### src/rtl/pipe_barrel_shifter.sv
`default_nettype none
// ============================================================================
//  Module   : pipe_barrel_shifter
//  Purpose  : L-stage pipelined LSL/LSR/ASR/ROR barrel shifter, valid/ready.
//             Optional out_carry port under macro PIPE_BARREL_SHIFTER_CARRY_EN.
//  Revision : 1.0  initial release
// ============================================================================
module pipe_barrel_shifter #(
   parameter int N = 16
) (
   input  logic                 clk,
   input  logic                 reset_n,
   input  logic                 in_valid,
   output logic                 in_ready,
   input  logic [N-1:0]         in_data,
   input  logic [$clog2(N)-1:0] in_amt,
   input  logic [1:0]           in_mode,
   output logic                 out_valid,
   input  logic                 out_ready,
   output logic [N-1:0]         out_data
`ifdef PIPE_BARREL_SHIFTER_CARRY_EN
   ,
   output logic                 out_carry
`endif
);

   localparam int L = $clog2(N);

   localparam logic [1:0] C_LSL = 2'b00;
   localparam logic [1:0] C_LSR = 2'b01;
   localparam logic [1:0] C_ASR = 2'b10;

   if ((N < 4) || ((N & (N - 1)) != 0)) begin : g_bad_width
      $error("pipe_barrel_shifter: N must be a power of two and at least 4");
   end

   // Whole-pipe stall: nothing moves unless the output slot is free.
   logic w_advance;
   assign w_advance = !out_valid || out_ready;
   assign in_ready  = w_advance;

   for (genvar k = 0; k < L; k++) begin : g_stage
      localparam int SH = 1 << k;

      logic         w_src_valid;
      logic [N-1:0] w_src_data;
      logic [L-1:0] w_src_amt;
      logic [1:0]   w_src_mode;
      logic [N-1:0] w_shifted;

      logic         r_valid;
      logic [N-1:0] r_data;
      logic [L-1:0] r_amt;
      logic [1:0]   r_mode;

`ifdef PIPE_BARREL_SHIFTER_CARRY_EN
      logic w_src_carry;
      logic w_carry;
      logic r_carry;
`endif

      if (k == 0) begin : g_head
         assign w_src_valid = in_valid;
         assign w_src_data  = in_data;
         assign w_src_amt   = in_amt;
         assign w_src_mode  = in_mode;
`ifdef PIPE_BARREL_SHIFTER_CARRY_EN
         assign w_src_carry = 1'b0;
`endif
      end else begin : g_body
         assign w_src_valid = g_stage[k-1].r_valid;
         assign w_src_data  = g_stage[k-1].r_data;
         assign w_src_amt   = g_stage[k-1].r_amt;
         assign w_src_mode  = g_stage[k-1].r_mode;
`ifdef PIPE_BARREL_SHIFTER_CARRY_EN
         assign w_src_carry = g_stage[k-1].r_carry;
`endif
      end

      // Amount bits are consumed LSB-first; bit 0 here is amt bit k.
      always_comb begin
         w_shifted = w_src_data;
         if (w_src_amt[0]) begin
            case (w_src_mode)
               C_LSL:   w_shifted = w_src_data << SH;
               C_LSR:   w_shifted = w_src_data >> SH;
               C_ASR:   w_shifted = $signed(w_src_data) >>> SH;
               default: w_shifted = (w_src_data >> SH) | (w_src_data << (N - SH));
            endcase
         end
      end

`ifdef PIPE_BARREL_SHIFTER_CARRY_EN
      // Right shifts and rotate all drop bit SH-1 last; LSL drops bit N-SH last.
      always_comb begin
         w_carry = w_src_carry;
         if (w_src_amt[0]) begin
            if (w_src_mode == C_LSL) begin
               w_carry = w_src_data[N-SH];
            end else begin
               w_carry = w_src_data[SH-1];
            end
         end
      end
`endif

      always_ff @(posedge clk or negedge reset_n) begin
         if (!reset_n) begin
            r_valid <= 1'b0;
            r_data  <= '0;
            r_amt   <= '0;
            r_mode  <= '0;
`ifdef PIPE_BARREL_SHIFTER_CARRY_EN
            r_carry <= 1'b0;
`endif
         end else if (w_advance) begin
            r_valid <= w_src_valid;
            r_data  <= w_shifted;
            r_amt   <= {1'b0, w_src_amt[L-1:1]};
            r_mode  <= w_src_mode;
`ifdef PIPE_BARREL_SHIFTER_CARRY_EN
            r_carry <= w_carry;
`endif
         end
      end
   end

   assign out_valid = g_stage[L-1].r_valid;
   assign out_data  = g_stage[L-1].r_data;
`ifdef PIPE_BARREL_SHIFTER_CARRY_EN
   assign out_carry = g_stage[L-1].r_carry;
`endif

   logic w_unused;
   assign w_unused = ^{g_stage[L-1].r_amt, g_stage[L-1].r_mode};

endmodule
`default_nettype wire
### config.mk
export PLATFORM = sky130hd
export DESIGN_NAME = pipe_barrel_shifter
export DESIGN_NICKNAME = d
export VERILOG_FILES = /design/src/rtl/pipe_barrel_shifter.sv
export SDC_FILE = /design/constraint.sdc
export NUM_CORES = 1
export LEC_CHECK = 0
export ABC_AREA = 1
export CAP_MARGIN = 30
export CORE_MARGIN = 4
export CORE_UTILIZATION = 55
export DETAILED_ROUTE_END_ITERATION = 6
export MAX_ROUTING_LAYER = met4
export PLACE_DENSITY = 0.77
export SLEW_MARGIN = 25
export SYNTH_ARGS = -nofsm -noshare
export SYNTH_HDL_FRONTEND = slang
export SYNTH_SLANG_ARGS = --single-unit
### constraint.sdc
create_clock -name clk -period 1.7 [get_ports clk]
set_input_delay 0.34 -clock clk [delete_from_list [all_inputs] [get_ports clk]]
set_output_delay 0.34 -clock clk [all_outputs]
set_load 0.005 [all_outputs]
# Yosys cells after proc, flatten, opt, wreduce, memory -nomap -nowiden
# Cells that the tools add are included.
# word_totals
reg_bits	80
in_bits	26
out_inout_bits	18
# classes
n_eq_ne	8
n_mux	8
n_bitwise	4
n_reduce_logical	6
# ops
cell	n
case mux 16 bit (3 select lines)	4
two-way mux 16 bit	4
bitwise OR 12 x 16 -> 16 bit	1
bitwise OR 14 x 16 -> 16 bit	1
bitwise OR 15 x 16 -> 16 bit	1
bitwise OR 8 x 16 -> 16 bit	1
equality test 2 x 1 -> 1 bit, second input constant	4
equality test 2 bit, second input constant	4
zero test 2 bit	4
zero test 1 bit	1
logical OR 1 bit	1

# Logic depth before layout (Yosys ltp)
# Gate-level depths: netlist of run 1.
# depth
depth_word	3
depth_mapped	7
mapped_depth_nobuf	7

# Least setup slack after synthesis of run 1
# No wires, ideal clock.
# synth_path
path_kind	register to output
from	register g_stage[3].r_valid (netlist: out_valid)
to	output in_ready
t_arrival_ns	0.967
required_time_ns	1.360
path_slack_ns	0.393
stages_incl_launch_ff	6
n_path_buf	2
path_cell_list	dfrtp_1 > inv_1 > nor2_4 > inv_2 > buf_2 > buf_2
# synth_between
elab_chain_len	2
# synth_rtl
item	line	source
start: declaration	51	logic r_valid;
start signal: assignment	117	r_valid <= w_src_valid;
zero test 1 bit	39	assign w_advance = !out_valid || out_ready;
logical OR 1 bit	39	
end: declaration	14	output logic in_ready,
# No other way between the ends.

# Final worst setup path of run 1
# layout_path
from	register g_stage[3].r_data[7] (netlist: out_data[7])
to	output out_data[7]
# layout_lines
item	line	source
start: declaration	52	logic [N-1:0] r_data;
start signal: assignment	118	r_data <= w_shifted;
end: declaration	20	output logic [N-1:0] out_data
# No word-level cell between the ends.

==> metrics.txt, run 1 <==
status=finished clean; post-synthesis sequential area ratio=0.460; Worst EP arrival=roughly 1200 ps; Synth-to-Final Area Change=18.9%; Post-Synth Simple-Gate Area=0.289; worst path required time=approximately 1400 ps; # DRC=0; CTS tree=yes; largest net degree at the start of global routing=46; number of flops mapped to enable cells by yosys=0; post-synth cell types=16; setup violators final=0; Period minus WS final=about 1600 ps; post-synthesis mux area share=0; max cap viols=0; Post-synth top flop=dfrtp_1; leak pwr=about 2.7 nW; Setup WS post-layout=124 ps; Hold Path Class=input port to asynchronous set/reset pin; drt wl/cell=about 12 µm; final count of pins violating max slew=0; Worst-Skew Late Latency=roughly 360 ps; Cell Area, Synth=4360 µm²; CP max stage delay=510 ps; CTS clk-pin slew, worst paths=90 ps; initial core utilization=0.564; drt pass-1 iters=4; final wirelength=between 9000 and 10000 µm; Routed Antenna Nets=0; CP Cell Sequence=clkdlybuf4s50_1; initial antenna violation count=0; Die W=approximately 97 µm; CP max-delay cell=clkdlybuf4s50_1; RSZ-0062 raised after global routing=false; clock sinks=80; port bufs=43; met2 usage=0.358; PnR Total Power=approximately 9 mW; Worst Setup Path Type=register to output pin; relative slew slack=0.724; Non-Filler Instances=781; fin crit share=0.927; gpl congestion=0.930; die area=9410 µm²; n_diodes=0; Pwr per Cell Area=1710 nW/µm²; Final nets=700; hpwl dp=7000 µm; XOR/XNOR Fraction of Synth Area=0; r2r setup slk=370 ps; top cell type's share of synthesized area=0.460; vias in the first global route=around 3.7k; area of the core=between 7000 and 8000 µm²; Syn Area/Cell=between 6 and 7 µm²; dpl cells=764; Overflow after GRT=0; compound-gate portion of the synthesized area=0.133; cell count after synthesis=635; Max Fclk=0.635 GHz; top post-synthesis cells by count=nand2_1, inv_1, dfrtp_1, nor2_1, nand3_1; top cells by area, synth=dfrtp_1, nand2_1, inv_1, nand3_1, nor2_1; largest family of logic cells by synthesized area=simple AND/OR/NAND/NOR gates; boundary pin count=44; cell row count=32; CP bufs+invs=1; CTS max path bufs=2; first-pass GRT wire length=16200 µm; worst slack, placed=-88.7 ps; GRT busiest layer=met2; Clock Root Buffer=clkbuf_8; Max VDD drop=0.000605 V; post-synthesis adder-cell area fraction=0; Inserted Clock Buffers=9; Worst Setup End Kind=output pin; GRT Total Usage=0.213; # fillers=between 600 and 700; worst-path fanout max=2; Slew @ Worst Pin=roughly 410 ps; Via density=between 5 and 6; Final Skew=9.59 ps; critical path's top delay family=buffers and inverters; synth warn=0; Fin. Hold Viols=0; total number of vias=between 3k and 4k; top-count cell post-synth=nand2_1; post-synth top area cell=dfrtp_1; Synth Register Bits=80; H-Tree Depth=3; M1 GR Usage=0.243; syn_nets=between 600 and 700; Vert. Die Dim=approximately 97 µm; layout cells sized above 1=0.0545; GR Layer Usage met3=0.0296; crit start category=register; Iter 0 DRT Violations=around 160; ys async rst share=1.00; setup TNS=0 ps
-- layout by cell type (no fill, tap or decap), types with 3 or more instances in the layout --
| cell type | n |
|---|---|
| inv_1 | 96 |
| clkbuf_8 | 9 |
| nor2_1 | 70 |
| o21ai_0 | 50 |
| nand2_1 | 186 |
| buf_4 | 12 |
| nand3_1 | 53 |
| a31oi_1 | 14 |
| dfrtp_1 | 80 |
| buf_12 | 5 |
| a21oi_1 | 42 |
| clkdlybuf4s50_1 | 40 |
| nor2_4 | 3 |
| o21ai_1 | 6 |
-- cells by family after synthesis --
| group | Yosys count |
|---|---|
| simple gates | 312 |
| buf+inv | 131 |
| compound gates | 112 |
| flops | 80 |
-- final timing paths --
path / start / cells after the start / to
worst max-delay path: out_data[7] / 1 / out_data[7]
worst min-delay path: reset_n / 2 / out_data[12]
worst max register to register: g_stage[1].r_mode[0] / 6 / g_stage[2].r_data[10]
worst min register to register: g_stage[2].r_valid / 2 / out_valid
max in group asynchronous: reset_n / 3 / g_stage[2].r_data[11]
min in group clk: g_stage[2].r_valid / 2 / out_valid
-- flip-flops by register name (all words and copies together), names as in the netlist --
| signal | cells |
|---|---|
| out_data | 16 |
| g_stage.r_mode | 6 |
| g_stage.r_data | 48 |
| out_valid | 1 |
| g_stage.r_valid | 3 |
| g_stage.r_amt | 6 |
-- power breakdown --
group / switching, mW / internal, mW / total (mW)
registers: 0.652 / 2.79 / 3.44
logic: 2.26 / 1.63 / 3.90
clock network: 0.704 / 0.834 / 1.54
-- metrics by stage --
stage | hold slack (ps) | cell area (µm²) | util
after floorplan | 44.4 | 4360 | -
after global placement | 220 | 4950 | 0.641
after detailed placement | 219 | 4950 | 0.641
after CTS | 371 | 5180 | 0.670
after global routing | 409 | 5180 | 0.670
final | 383 | 5180 | 0.670
-- final cells by class --
| cell class | instances | area [µm²] | share of cell area |
|---|---|---|---|
| flip-flops and latches | 80 | 2000 | 0.387 |
| clock inverters | 6 | 92.6 | 0.0179 |
| clock buffers | 10 | 128 | 0.0246 |
| inverters | 99 | 372 | 0.0718 |
| well taps | 102 | 128 | 0.0246 |
| multi-input cells | 424 | 1840 | 0.355 |
| repair buffers | 60 | 618 | 0.119 |
-- per-layer routing --
metal  part of all wire  vias to the layer above
li1                   -                     2050
met1               0.42                     1804
met2               0.50                      101
met3              0.037                       28
met4              0.037                        0
met5                  0                        -
-- what timing repair did --
| action | CTS | global route |
|---|---|---|
| endpoints found under the hold margin | 15 | 0 |
| hold buffers | 1 | 0 |
| resized for setup | 3 | 0 |
| buffers inserted | 0 | 0 |
| endpoints found under the setup margin | 1 | 0 |
No activity file was read; power rests on OpenSTA's default activity.
==> run 2: changes to the inputs <==
--- a/config.mk
+++ b/config.mk
@@ -7,7 +7,6 @@
 export LEC_CHECK = 0
 export ABC_AREA = 1
 export CAP_MARGIN = 30
-export CORE_MARGIN = 4
 export CORE_UTILIZATION = 55
 export DETAILED_ROUTE_END_ITERATION = 6
 export MAX_ROUTING_LAYER = met4
==> run 2 against run 1 <==
Compared with the run above: sequential power rose by 1%; die area fell by 12%; cell area rose by 0.12%; utilization rose by 0.43 points; critical path type unchanged; critical endpoint is now out_valid.
==> metrics.txt, run 2 (synthesis gave the netlist of run 1 again) <==
status=finished clean; Worst EP arrival=1250 ps (about the same); first-pass GRT wire length=16900 µm (+4.2%); hpwl dp=6960 µm (-0.54%); Reg power frac=0.394 (+0.007); Final nets=701 (+0.14%); met3 routed WL=327 µm (-6.0%); commonest non-fill, non-tap cell in the layout=nand2_1; Die W=91.0 µm (-6.2%); drt wl/cell=12.3 µm (+2.7%); total number of vias=4029 (+1.2%); Inserted Clock Buffers=9 (unchanged); Worst Setup Path Type=register to output pin; combinational power share=0.443 (+0.004); worst-path fanout max=2 (unchanged); Slew @ Worst Pin=416 ps (+2.04 ps); initial antenna violation count=0 (unchanged); Synth-to-Final Area Change=19.0%; largest net degree at the start of global routing=43 (-6.5%); relative slew slack=0.723 (-0.00136); met1 wire length=4100 µm (+4.4%); die area=8280 µm² (-12%); RR Endpoint=g_stage[1].r_data[3]; Switching Power=3.66 mW (+1.0%); CTS clk-pin slew, worst paths=80 ps (about the same); dpl cells=765 (+0.13%); max layer used=met4; Via density=5.15 (+1.0%); clock sinks=80 (unchanged); clock power share=0.163 (-0.010); Net Sw Frac=0.413 (+0.00506); H-Tree Depth=3 (unchanged); final count of pins violating max slew=0 (unchanged); Clock Root Buffer=clkbuf_8; Final Skew=8.10 ps (-1.49 ps); vias in the first global route=3778 (+3.1%); Pwr per Cell Area=1710 nW/µm² (-0.34%); max cap viols=0 (unchanged); Overflow after GRT=0 (unchanged); worst path required time=1360 ps (about the same); boundary pin count=44 (unchanged); gpl congestion=0.977 (+5.1%); max reg flops=48 (unchanged); fin crit share=0.936 (+0.00907); r2r setup slk=400 ps (+30 ps); Core Util, Final=0.674 (+0.00430); # DRC=0 (unchanged); cell row count=32 (unchanged); instance count on the critical path=1 (unchanged); Largest Register=g_stage.r_data; layout cells sized above 1=0.0574 (+0.00286); Max Fclk=0.628 GHz (-0.97%); Iter 0 DRT Violations=228 (+43%); Period minus WS final=1590 ps (+15.4 ps); Vert. Die Dim=91.0 µm (-6.2%); area of the core=7690 µm² (-0.52%); Worst Setup End Kind=output pin; CP Cell Sequence=clkdlybuf4s50_1; final wirelength=9600 µm (+2.8%); CP max-delay cell=clkdlybuf4s50_1; Worst-Skew Late Latency=360 ps (about the same); initial core utilization=0.567 (+0.00294); metal2 WL=4950 µm (+5.0%); Max VDD drop=0.000566 V (-6.5%); Critical R2R Launch=g_stage[0].r_mode[1]; PnR Total Power=8.86 mW (-0.22%); port bufs=43 (unchanged); CTS max path bufs=2 (unchanged); setup TNS=0 ps (unchanged); drt pass-1 iters=5 (+1); Hold Path Class=input port to asynchronous set/reset pin; n_diodes=0 (unchanged); CP bufs+invs=1 (unchanged); Non-Filler Instances=782 (+0.13%); CP max stage delay=510 ps (about the same); Fin. Hold Viols=0 (unchanged); Pint=5.20 mW (-1.1%); Routed Antenna Nets=0 (unchanged); critical path's top delay family=buffers and inverters; path depth of the worst reg2reg path=5 (-1); crit start category=register; leak pwr=2.68 nW (+0.31%); most frequent cells in the layout=nand2_1, inv_1, dfrtp_1; CTS tree=yes; RSZ-0062 raised after global routing=false; setup violators final=0 (unchanged); GRT Total Usage=0.262 (+0.0497)
## run 2: final cells by class
cell class                      count  area [µm²]
Clock inverter                      5        55.1
Timing Repair Buffer               61         638
Fill cell                         697        2500
Sequential cell                    80        2000
Inverter                           99         372
Multi-Input combinational cell    424        1840
Tap cell                          102         128
Clock buffer                       11         151
## run 2: per-stage QoR
step	cell area (µm²)	hold WS [ps]	worst slack [ps]
floorplan	4360	44.4	393
CTS	5180	454	102
global placement	4970	300	-59.3
detailed placement	4970	300	-67.5
finish	5180	454	109
global route	5180	490	73.8
## run 2: metal layers
layer / global-route usage / vias to the layer above
li1: - / 2050
met1: 0.294 / 1844
met2: 0.465 / 112
met3: 0.0486 / 23
met4: 0.101 / 0
met5: - / -
## run 2: worst max path at each step
stage                start     endpoint  slack, ps
4_1_cts        out_data[9]  out_data[9]        100
6_report         out_valid    out_valid        110
3_5_place_dp     out_ready     in_ready        -70
2_1_floorplan    out_valid     in_ready        390
3_3_place_gp     out_ready     in_ready        -60
5_1_grt          out_valid    out_valid         70
## run 2: power by group through the flow
| stage | clock network (mW) | logic [mW] | registers (mW) |
|---|---|---|---|
| 2_1_floorplan | 0 | 2.67 | 3.31 |
| 3_3_place_gp | 0 | 3.80 | 3.47 |
| 3_5_place_dp | 0 | 3.88 | 3.52 |
| 4_1_cts | 1.46 | 3.91 | 3.48 |
| 5_1_grt | 1.56 | 4.50 | 3.61 |
| 6_report | 1.44 | 3.93 | 3.49 |
## run 2: timing repair
| action | 4_1_cts | 5_1_grt |
|---|---|---|
| hold buffers | 1 | 0 |
| setup endpoints to repair | 1 | 0 |
| setup buffers | 0 | 0 |
| gates resized for setup | 3 | 0 |
| endpoints found under the hold margin | 30 | 0 |
==> run 3: changes to the inputs <==
--- a/config.mk
+++ b/config.mk
@@ -11,6 +11,7 @@
 export DETAILED_ROUTE_END_ITERATION = 6
 export MAX_ROUTING_LAYER = met4
 export PLACE_DENSITY = 0.77
+export REMOVE_ABC_BUFFERS = 1
 export SLEW_MARGIN = 25
 export SYNTH_ARGS = -nofsm -noshare
 export SYNTH_HDL_FRONTEND = slang
==> constraint.sdc (replaced) <==
create_clock -name clk -period 1.96 [get_ports clk]
set_input_delay 0.392 -clock clk [delete_from_list [all_inputs] [get_ports clk]]
set_output_delay 0.392 -clock clk [all_outputs]
set_load 0.005 [all_outputs]
==> run 3 against run 2 <==
Compared with the run above: non-clock buffer count unchanged; register-to-register slack worse by 50 ps; critical path type unchanged; critical path depth unchanged.
==> metrics.txt, run 3 (synthesis gave the netlist of run 1 again) <==
total number of vias=3970 (-1.5%); hpwl dp=6610 µm (-5.1%); Routed Antenna Nets=0 (unchanged); Fin. Hold Viols=0 (unchanged); Final nets=701 (unchanged); Worst-Skew Late Latency=350 ps (about the same); Die W=91.0 µm (unchanged); drt wl/cell=11.7 µm (-5.0%); CP max-delay cell=clkdlybuf4s50_1; Core Util, Final=0.667 (-0.00700); crit start category=register; Final Skew=13.0 ps (+4.91 ps); layout cells sized above 1=0.0544 (-0.00294); worst path required time=1570 ps (+210 ps); Slew @ Worst Pin=530 ps (+114 ps); cell row count=32 (unchanged); first-pass GRT wire length=16000 µm (-5.2%); leak pwr=2.67 nW (-0.71%); vias in the first global route=3777 (-0.026%); commonest non-fill, non-tap cell in the layout=nand2_1; Clock Root Buffer=clkbuf_8; max layer used=met4; setup TNS=0 ps (unchanged); critical path's top delay family=buffers and inverters; GRT Total Usage=0.248 (-0.0145); max cap viols=0 (unchanged); Pwr per Cell Area=1470 nW/µm² (-14%); RSZ-0062 raised after global routing=false; clock sinks=80 (unchanged); Worst Setup Path Type=register to output pin; CP Cell Sequence=clkdlybuf4s50_1; drt pass-1 iters=6 (+1); die area=8280 µm² (unchanged); Largest Register=g_stage.r_data; area of the core=7690 µm² (unchanged); Multi-input gate area=1840 µm² (unchanged); CTS max path bufs=2 (unchanged); n_diodes=0 (unchanged); setup violators final=0 (unchanged); max reg flops=48 (unchanged); CTS tree=yes; largest net degree at the start of global routing=49 (+14%); gpl congestion=0.963 (-1.4%); Overflow after GRT=0 (unchanged); worst-path fanout max=2 (unchanged); met3 routed WL=349 µm (+6.7%); Worst Setup End Kind=output pin; metal2 WL=4580 µm (-7.6%); Max Fclk=0.620 GHz; initial core utilization=0.567 (unchanged); # DRC=0 (unchanged); Inserted Clock Buffers=9 (unchanged); r2r setup slk=350 ps (-50 ps); Via density=5.08 (-1.5%); Hold Path Class=register to register; status=finished clean; Iter 0 DRT Violations=199 (-13%); CTS clk-pin slew, worst paths=80 ps (about the same); register area=2000 µm² (unchanged); CP max stage delay=510 ps (about the same); relative slew slack=0.645 (-0.0772); fin crit share=0.823; final wirelength=9120 µm (-5.0%); most frequent cells in the layout=nand2_1, inv_1, dfrtp_1; CP bufs+invs=1 (unchanged); port bufs=43 (unchanged); Synth-to-Final Area Change=17.8%; boundary pin count=44 (unchanged); Period minus WS final=1610 ps; final count of pins violating max slew=0 (unchanged); H-Tree Depth=3 (unchanged); Vert. Die Dim=91.0 µm (unchanged); initial antenna violation count=0 (unchanged); Max VDD drop=0.000495 V (-13%); Worst EP arrival=1220 ps (-30 ps); # fillers=697 (unchanged); met1 wire length=4050 µm (-1.4%)
## run 3: power breakdown
part           total, mW  switching [mW]  internal, mW
Clock               1.21           0.586         0.621
Sequential          2.94           0.517          2.42
Combinational       3.38            1.96          1.42
Total               7.52            3.07          4.46
## run 3: per-layer routing
metal | vias up | GRT usage
li1 | 2046 | -
met1 | 1793 | 0.279
met2 | 119 | 0.418
met3 | 12 | 0.0528
met4 | 0 | 0.126
met5 | - | -
## run 3: path summary, 6_finish.rpt
path                                 startpoint                    to  cells after the start
min in group asynchronous               reset_n             out_valid                      2
setup / recovery                   out_data[15]          out_data[15]                      1
max in group asynchronous               reset_n  g_stage[1].r_data[8]                      3
hold reg to reg              g_stage[2].r_valid             out_valid                      2
hold / removal               g_stage[2].r_valid             out_valid                      2
setup reg to reg           g_stage[1].r_mode[0]  g_stage[2].r_data[7]                      5
## run 3: timing repair
action	CTS	global route
endpoints found under the setup margin	0	1
resized for setup	0	1
hold buffers	1	0
endpoints found under the hold margin	34	0
buffers inserted	0	0
## run 3: per-stage QoR
stage / instances / total power [mW] / worst slack, ps / hold WS (ps) / cell area (µm²)
2_1_floorplan: 603 / 5.06 / -46.4 / 96.4 / 4210
3_3_place_gp: 765 / 6.19 / 13.5 / 369 / 4920
3_5_place_dp: 765 / 6.32 / 3.90 / 370 / 4920
4_1_cts: 782 / 7.55 / 1.37 / 462 / 5130
5_1_grt: 782 / 8.21 / 192 / 500 / 5130
6_report: 782 / 7.52 / 346 / 460 / 5130
## run 3: cell type report
class                           count  share of cell area
Inverter                           99              0.0724
Sequential cell                    80               0.390
Timing Repair Buffer               61               0.116
Tap cell                          102              0.0249
Multi-Input combinational cell    424               0.358
Clock inverter                      5              0.0110
Clock buffer                       11              0.0276
